### config.mk
export PLATFORM = sky130hd
export DESIGN_NAME = bp_be_dual_issue_sched_flat
export DESIGN_NICKNAME = d
export VERILOG_FILES = /design/src/rtl/bp_be_dual_issue_sched_if.sv /design/src/rtl/bp_be_dual_issue_sched.sv /design/src/flat_wrapper.sv
export SDC_FILE = /design/constraint.sdc
export NUM_CORES = 1
export LEC_CHECK = 0
export BUFFER_PORTS_ARGS = -buffer_cell sky130_fd_sc_hd__buf_2
export CAP_MARGIN = 40
export CORE_MARGIN = 4
export CORE_UTILIZATION = 58
export DETAILED_ROUTE_END_ITERATION = 8
export GPL_TIMING_DRIVEN = 0
export PLACE_DENSITY_LB_ADDON = 0.08
export SKIP_LAST_GASP = 1
export SYNTH_ARGS = -nofsm -noshare
export SYNTH_HDL_FRONTEND = slang
export SYNTH_SLANG_ARGS = --single-unit
export TNS_END_PERCENT = 100
### constraint.sdc
create_clock -name clk_i -period 8.2 [get_ports clk_i]
set_input_delay 1.64 -clock clk_i [delete_from_list [all_inputs] [get_ports clk_i]]
set_output_delay 1.64 -clock clk_i [all_outputs]
set_load 0.02 [all_outputs]
### src/rtl/bp_be_dual_issue_sched_if.sv
// Decode-to-scheduler pair bus and the scheduler's issue outputs.
// Handshake: a pair transfers on a rising clock edge where pair_v_i & pair_ready_o;
// pair_v_i and the payload hold steady until that edge; issue_v_o needs no ready.
interface bp_be_dual_issue_sched_if #(
  parameter int instr_width_p    = 32,
  parameter int reg_addr_width_p = 5
);
  logic                                   pair_v_i;
  logic                                   pair_ready_o;
  logic [1:0]                             in_v_i;
  logic [1:0][instr_width_p-1:0]          in_instr_i;
  logic [1:0][reg_addr_width_p-1:0]       in_rs1_i;
  logic [1:0][reg_addr_width_p-1:0]       in_rs2_i;
  logic [1:0]                             in_rs1_r_v_i;
  logic [1:0]                             in_rs2_r_v_i;
  logic [1:0][reg_addr_width_p-1:0]       in_rd_i;
  logic [1:0]                             in_rd_w_v_i;
  logic [1:0]                             in_long_i;
  logic [1:0]                             issue_v_o;
  logic [1:0][instr_width_p-1:0]          issue_instr_o;

  modport master (
    output pair_v_i, in_v_i, in_instr_i, in_rs1_i, in_rs2_i, in_rs1_r_v_i,
           in_rs2_r_v_i, in_rd_i, in_rd_w_v_i, in_long_i,
    input  pair_ready_o, issue_v_o, issue_instr_o
  );

  modport slave (
    input  pair_v_i, in_v_i, in_instr_i, in_rs1_i, in_rs2_i, in_rs1_r_v_i,
           in_rs2_r_v_i, in_rd_i, in_rd_w_v_i, in_long_i,
    output pair_ready_o, issue_v_o, issue_instr_o
  );
endinterface

### src/rtl/bp_be_dual_issue_sched.sv
// In-order dual-issue pairing controller: 2-slot issue buffer plus a pending-register
// scoreboard for long-latency destinations; issues both slots, slot 0 only, or nothing.
module bp_be_dual_issue_sched #(
  parameter int reg_addr_width_gp = 5,
  parameter int instr_width_gp    = 32,
  parameter int stall_cnt_width_p = 16
) (
  input  logic                              clk_i,
  input  logic                              reset_i,
  input  logic                              flush_i,
  bp_be_dual_issue_sched_if.slave           pair_if,
  input  logic                              clear_v_i,
  input  logic [reg_addr_width_gp-1:0]      clear_rd_i,
  output logic [stall_cnt_width_p-1:0]      stall_cnt_o,
  output logic [1:0]                        state_o,
  output logic [2**reg_addr_width_gp-1:0]   pending_o
);

  localparam int nregs_lp = 2**reg_addr_width_gp;

  typedef enum logic [1:0] {EMPTY = 2'd0, PAIR = 2'd1, SINGLE = 2'd2} state_e;

  typedef struct packed {
    logic [instr_width_gp-1:0]    instr;
    logic [reg_addr_width_gp-1:0] rs1;
    logic [reg_addr_width_gp-1:0] rs2;
    logic [reg_addr_width_gp-1:0] rd;
    logic                         rs1_v;
    logic                         rs2_v;
    logic                         rd_w_v;
    logic                         long_op;
  } slot_s;

  state_e                         state_q, state_n;
  slot_s [1:0]                    slot_q, in_slot;
  logic [nregs_lp-1:0]            pending_q, pending_n, set_vec, clear_vec;
  logic [stall_cnt_width_p-1:0]   stall_cnt_q;
  logic [1:0]                     issue_v;
  logic                           haz0, haz1, s0_writes, all_issue, accept, load, shift;

  function automatic logic pend_hazard(input slot_s s, input logic [nregs_lp-1:0] p);
    return (s.rs1_v & p[s.rs1]) | (s.rs2_v & p[s.rs2]) | (s.rd_w_v & p[s.rd]);
  endfunction

  always_comb begin
    for (int s = 0; s < 2; s++) begin
      in_slot[s].instr   = pair_if.in_instr_i[s];
      in_slot[s].rs1     = pair_if.in_rs1_i[s];
      in_slot[s].rs2     = pair_if.in_rs2_i[s];
      in_slot[s].rd      = pair_if.in_rd_i[s];
      in_slot[s].rs1_v   = pair_if.in_rs1_r_v_i[s];
      in_slot[s].rs2_v   = pair_if.in_rs2_r_v_i[s];
      in_slot[s].rd_w_v  = pair_if.in_rd_w_v_i[s];
      in_slot[s].long_op = pair_if.in_long_i[s];
    end
  end

  // Hazards read only registered pending bits: a writeback clear is visible next cycle.
  always_comb begin
    s0_writes = slot_q[0].rd_w_v & (slot_q[0].rd != '0);
    haz0      = pend_hazard(slot_q[0], pending_q);
    haz1      = pend_hazard(slot_q[1], pending_q)
              | (s0_writes & slot_q[1].rs1_v & (slot_q[1].rs1 == slot_q[0].rd))
              | (s0_writes & slot_q[1].rs2_v & (slot_q[1].rs2 == slot_q[0].rd))
              | (s0_writes & slot_q[1].rd_w_v & (slot_q[1].rd == slot_q[0].rd))
              | (slot_q[0].long_op & slot_q[1].long_op);
    issue_v[0] = (state_q != EMPTY) & ~reset_i & ~flush_i & ~haz0;
    issue_v[1] = (state_q == PAIR) & issue_v[0] & ~haz1;
    all_issue  = ((state_q == SINGLE) & issue_v[0]) | ((state_q == PAIR) & issue_v[1]);
    pair_if.pair_ready_o = ~reset_i & ~flush_i & ((state_q == EMPTY) | all_issue);
    accept     = pair_if.pair_v_i & pair_if.pair_ready_o;
  end

  assign pair_if.issue_v_o     = issue_v;
  assign pair_if.issue_instr_o = {slot_q[1].instr, slot_q[0].instr};

  always_comb begin
    state_n = state_q;
    load    = 1'b0;
    shift   = 1'b0;
    if (flush_i) begin
      state_n = EMPTY;
    end else if (accept) begin
      state_n = pair_if.in_v_i[1] ? PAIR : SINGLE;
      load    = 1'b1;
    end else begin
      case (state_q)
        PAIR: begin
          if (issue_v[1]) begin
            state_n = EMPTY;
          end else if (issue_v[0]) begin
            state_n = SINGLE;
            shift   = 1'b1;
          end
        end
        SINGLE:  if (issue_v[0]) state_n = EMPTY;
        default: state_n = state_q;
      endcase
    end
  end

  always_ff @(posedge clk_i) begin
    if (reset_i) state_q <= EMPTY;
    else         state_q <= state_n;
  end

  always_ff @(posedge clk_i) begin
    if (load)       slot_q    <= in_slot;
    else if (shift) slot_q[0] <= slot_q[1];
  end

  // Set wins over clear; the WAW rule keeps the two slots from setting the same reg.
  always_comb begin
    set_vec   = '0;
    clear_vec = '0;
    for (int s = 0; s < 2; s++) begin
      if (issue_v[s] & slot_q[s].long_op & slot_q[s].rd_w_v & (slot_q[s].rd != '0))
        set_vec[slot_q[s].rd] = 1'b1;
    end
    if (clear_v_i) clear_vec[clear_rd_i] = 1'b1;
    pending_n = (pending_q & ~clear_vec) | set_vec;
  end

  always_ff @(posedge clk_i) begin
    if (reset_i) pending_q <= '0;
    else         pending_q <= pending_n;
  end

  always_ff @(posedge clk_i) begin
    if (reset_i)
      stall_cnt_q <= '0;
    else if ((state_q != EMPTY) && (issue_v == 2'b00) && !(&stall_cnt_q))
      stall_cnt_q <= stall_cnt_q + stall_cnt_width_p'(1);
  end

  assign stall_cnt_o = stall_cnt_q;
  assign state_o     = state_q;
  assign pending_o   = pending_q;

endmodule

### src/flat_wrapper.sv
// flat-port wrapper written by rule: the top's interface ports become plain ports
module bp_be_dual_issue_sched_flat 
#(
  parameter int reg_addr_width_gp = 5,
  parameter int instr_width_gp    = 32,
  parameter int stall_cnt_width_p = 16
)
  (clk_i, reset_i, flush_i, clear_v_i, clear_rd_i, stall_cnt_o, state_o, pending_o, pair_if_pair_v_i, pair_if_in_v_i, pair_if_in_instr_i, pair_if_in_rs1_i, pair_if_in_rs2_i, pair_if_in_rs1_r_v_i, pair_if_in_rs2_r_v_i, pair_if_in_rd_i, pair_if_in_rd_w_v_i, pair_if_in_long_i, pair_if_pair_ready_o, pair_if_issue_v_o, pair_if_issue_instr_o);
  bp_be_dual_issue_sched_if #(.instr_width_p(32), .reg_addr_width_p(5)) pair_if_i ();
  input  logic clk_i;
  input  logic reset_i;
  input  logic flush_i;
  input  logic clear_v_i;
  input  logic [reg_addr_width_gp-1:0] clear_rd_i;
  output logic [stall_cnt_width_p-1:0] stall_cnt_o;
  output logic [1:0] state_o;
  output logic [2**reg_addr_width_gp-1:0] pending_o;
  input wire logic [$bits(pair_if_i.pair_v_i)-1:0] pair_if_pair_v_i;
  input wire logic [$bits(pair_if_i.in_v_i)-1:0] pair_if_in_v_i;
  input wire logic [$bits(pair_if_i.in_instr_i)-1:0] pair_if_in_instr_i;
  input wire logic [$bits(pair_if_i.in_rs1_i)-1:0] pair_if_in_rs1_i;
  input wire logic [$bits(pair_if_i.in_rs2_i)-1:0] pair_if_in_rs2_i;
  input wire logic [$bits(pair_if_i.in_rs1_r_v_i)-1:0] pair_if_in_rs1_r_v_i;
  input wire logic [$bits(pair_if_i.in_rs2_r_v_i)-1:0] pair_if_in_rs2_r_v_i;
  input wire logic [$bits(pair_if_i.in_rd_i)-1:0] pair_if_in_rd_i;
  input wire logic [$bits(pair_if_i.in_rd_w_v_i)-1:0] pair_if_in_rd_w_v_i;
  input wire logic [$bits(pair_if_i.in_long_i)-1:0] pair_if_in_long_i;
  output wire logic [$bits(pair_if_i.pair_ready_o)-1:0] pair_if_pair_ready_o;
  output wire logic [$bits(pair_if_i.issue_v_o)-1:0] pair_if_issue_v_o;
  output wire logic [$bits(pair_if_i.issue_instr_o)-1:0] pair_if_issue_instr_o;
  assign pair_if_i.pair_v_i = pair_if_pair_v_i;
  assign pair_if_i.in_v_i = pair_if_in_v_i;
  assign pair_if_i.in_instr_i = pair_if_in_instr_i;
  assign pair_if_i.in_rs1_i = pair_if_in_rs1_i;
  assign pair_if_i.in_rs2_i = pair_if_in_rs2_i;
  assign pair_if_i.in_rs1_r_v_i = pair_if_in_rs1_r_v_i;
  assign pair_if_i.in_rs2_r_v_i = pair_if_in_rs2_r_v_i;
  assign pair_if_i.in_rd_i = pair_if_in_rd_i;
  assign pair_if_i.in_rd_w_v_i = pair_if_in_rd_w_v_i;
  assign pair_if_i.in_long_i = pair_if_in_long_i;
  assign pair_if_pair_ready_o = pair_if_i.pair_ready_o;
  assign pair_if_issue_v_o = pair_if_i.issue_v_o;
  assign pair_if_issue_instr_o = pair_if_i.issue_instr_o;
  bp_be_dual_issue_sched #(.reg_addr_width_gp(reg_addr_width_gp), .instr_width_gp(instr_width_gp), .stall_cnt_width_p(stall_cnt_width_p)) u_core (.clk_i(clk_i), .reset_i(reset_i), .flush_i(flush_i), .pair_if(pair_if_i), .clear_v_i(clear_v_i), .clear_rd_i(clear_rd_i), .stall_cnt_o(stall_cnt_o), .state_o(state_o), .pending_o(pending_o));
endmodule
==> flow_metrics.env <==
export IMPL_yosysTopAreaCell="edfxtp_1"
export IMPL_synth_common_cells="edfxtp_1, buf_4, dfxtp_1"
export IMPL_grt_overflow=0
export IMPL_endpoint_kind="primary output"
export IMPL_synth_cells=720
export IMPL_dp_cells=1132
export IMPL_rsz0062_at_grt="no"
export IMPL_setup_violations=0
export IMPL_grt_pass1_wl_um=39900
export IMPL_synth_edf_count=102
export IMPL_p_leak_nw=4.26
export IMPL_synthFlopType="edfxtp_1"
export IMPL_wl_per_cell_um=22.7
export IMPL_io_pins=231
export IMPL_fill_cells=993
export IMPL_setup_worst_path_start="u_core.slot_q[56]$_DFFE_PP_"
export IMPL_clk_latency_ns=0.43
export IMPL_drive_above_1_share_pct=40.7
export IMPL_crit_chain="clkbuf_1 -> buf_1 -> mux2_2 -> a32oi_1 -> o22ai_1 -> o41ai_1 -> nand4_1 -> and4bb_2 -> buf_4 -> buf_2"
export IMPL_cts_made_buffers=17
export IMPL_hold_viol=0
export IMPL_cts_resized=0
export IMPL_critical_path_max_stage_delay_ns=0.55
export IMPL_cts_sinks=152
export IMPL_ir_worst_vdd_uv=132
export IMPL_cp_start_kind="flip-flop"
export IMPL_path_buf_inv=4
export IMPL_setup_tns_ns=0
export IMPL_netlist_area_sq_um=8690
export IMPL_ant_nets=0
export IMPL_antenna_found_initial=0
export IMPL_clk_root_buffer_cell="clkbuf_16"
export IMPL_die_y_um=130
export IMPL_required_ns=6.56
export IMPL_fmax_ghz=0.176
export IMPL_maxCapViolations=0
export IMPL_cp_top_family="buffers and inverters"
export IMPL_h_tree_depth=4
export IMPL_maxSlewViolCount=0
export IMPL_worstReg2RegStart="u_core.slot_q[56]$_DFFE_PP_"
export IMPL_post_route_period_util_pct=69.2
export IMPL_synth_top_area_share_pct=35.3
export IMPL_syn_nets=838
export IMPL_viasPerCell=6.21
export IMPL_die_x_um=130
export IMPL_multi_input_area_sq_um=3870
export IMPL_cts_setup_buffers=0
export IMPL_power_density_nw_per_um2=166
export IMPL_final_net_count=1086
export IMPL_path_class="flip-flop to primary output"
export IMPL_hold_path_class="flip-flop to flip-flop"
export IMPL_hp_start="u_core.stall_cnt_o[9]$_SDFFE_PP0P_"
export IMPL_grt_pass1_vias=7372
export IMPL_core_sq_um=14600
export IMPL_async_flop_share_pct=0
export IMPL_synthTopCellsByArea="edfxtp_1, dfxtp_1, mux4_2, mux2_1, buf_4"
export IMPL_ys_warn_count=0
export IMPL_ys_ff_latch=152
export IMPL_hold_buffers=0
export IMPL_path_clk_slew_ns=0.06
export IMPL_wirelength_um=26500
export IMPL_finalWorstPathRequiredPeriod_ns=5.67
export IMPL_first_pass_iters=5
export IMPL_rows=44
export IMPL_slowest_stage="buf_1"
export IMPL_start_util_pct=59.6
export IMPL_yosysSeqAreaShare_pct=46.8
export IMPL_grt_usage_pct=31.0
export IMPL_port_buffer_count=226
export IMPL_crit_arrival_ns=4.03
export IMPL_yosysMostFrequentCell="edfxtp_1"
export IMPL_n_antenna_cell=0
export IMPL_tightest_slew_ns=1.03
export IMPL_layoutNonFillerInstCount=1165
export IMPL_grt_max_degree=61
export IMPL_cp_max_fo=10
export IMPL_synth_cell_type_count=58
export IMPL_syn2layout_area_growth_pct=23.2
export IMPL_cts_tree="done"
export IMPL_status="finished clean"
export IMPL_dr_total_vias=7240
export IMPL_drtIter0Drc=662
export IMPL_regArea_sq_um=4060
export IMPL_synth_avg_cell_area_sq_um=12.1
export IMPL_fin_skew_ns=0.00949
export IMPL_post_dp_hpwl_um=19200
export IMPL_clock_path_buffers=2
export IMPL_maxSlewHeadroom_pct=31.4
export IMPL_dieArea_sq_um=17000
export IMPL_gp_congestion=0.973
export IMPL_drc=0
## sequential cells by signal, indices dropped and copies added, names as in the netlist
| signal | cells |
|---|---|
| u_core.stall_cnt_o | 16 |
| u_core.pending_o | 32 |
| u_core.slot_q | 38 |
| u_core.pair_if.issue_instr_o | 64 |
| u_core.state_o | 2 |
## cell usage in the layout (no fill, tap or decap), types with 16 or more instances in the layout
cell type / n
a21oi_1: 26
buf_2: 231
buf_4: 67
clkbuf_1: 26
clkbuf_16: 20
dfxtp_1: 50
edfxtp_1: 102
mux2_1: 46
mux2i_1: 20
mux4_2: 43
nand2_1: 33
nand3_1: 17
nand4_1: 22
nor2_1: 34
o21ai_0: 16
o22ai_1: 16
xor2_1: 17
## worst paths after layout
kind,end,slack [ns],cells after the start
worst max-delay path,pair_if_issue_v_o[1],2.53,10
worst min-delay path,u_core.stall_cnt_o[9]$_SDFFE_PP0P_,0.53,2
worst max register to register,u_core.slot_q[4]$_DFFE_PP_,3.02,14
worst min register to register,u_core.stall_cnt_o[9]$_SDFFE_PP0P_,0.53,2
## metrics by stage
| stage | util, % | power (mW) | hold WS [ns] | worst slack [ns] | area, sq um |
|---|---|---|---|---|---|
| after global routing | 73.4 | 1.83 | 0.575 | 2.44 | 10700 |
| after CTS | 73.2 | 1.78 | 0.532 | 2.59 | 10700 |
| after detailed placement | 69.1 | 0.998 | 0.518 | 2.85 | 10100 |
| after global placement | 68.9 | 0.992 | 0.501 | 2.76 | 10000 |
| after floorplan | - | 0.940 | 0.530 | 3.66 | 8690 |
| final | 73.4 | 1.78 | 0.534 | 2.53 | 10700 |
## routing by layer
metal	routed length [um]	global-route usage [%]	vias to the layer above
li1	-	-	3196
met1	9750	39.4	3447
met2	12500	49.0	510
met3	3240	9.63	87
met4	1040	14.2	0
met5	0	0	-
## cell type report
| cell class | count | area share [%] |
|---|---|---|
| clock buffers | 24 | 4.85 |
| inverters | 13 | 0.456 |
| well taps | 184 | 2.15 |
| repair buffers | 229 | 11.1 |
| plain buffers | 109 | 6.57 |
| flip-flops and latches | 152 | 38.0 |
| multi-input cells | 446 | 36.2 |
| clock inverters | 8 | 0.771 |
## power by group
part	internal, mW	total, mW	switching (mW)
Combinational	0.0632	0.142	0.0788
Sequential	0.835	0.843	0.00850
Clock	0.478	0.795	0.317
Total	1.38	1.78	0.404
## logic make-up after synthesis
group	share of synthesized area, %
and+or+nand+nor	10.9
DFF	46.8
buffers and inverters	8.65
AOI/OAI and AO/OA	9.22
muxes	20.8
xor gates and xnor gates	3.02
adders and majority gates	0.576
## worst min-delay path: stages (launching register included)
cell and delay, ns:
dfxtp_1 0.36, xor2_1 0.07, nor2_1 0.07
Power figures use the tool's default switching activity.
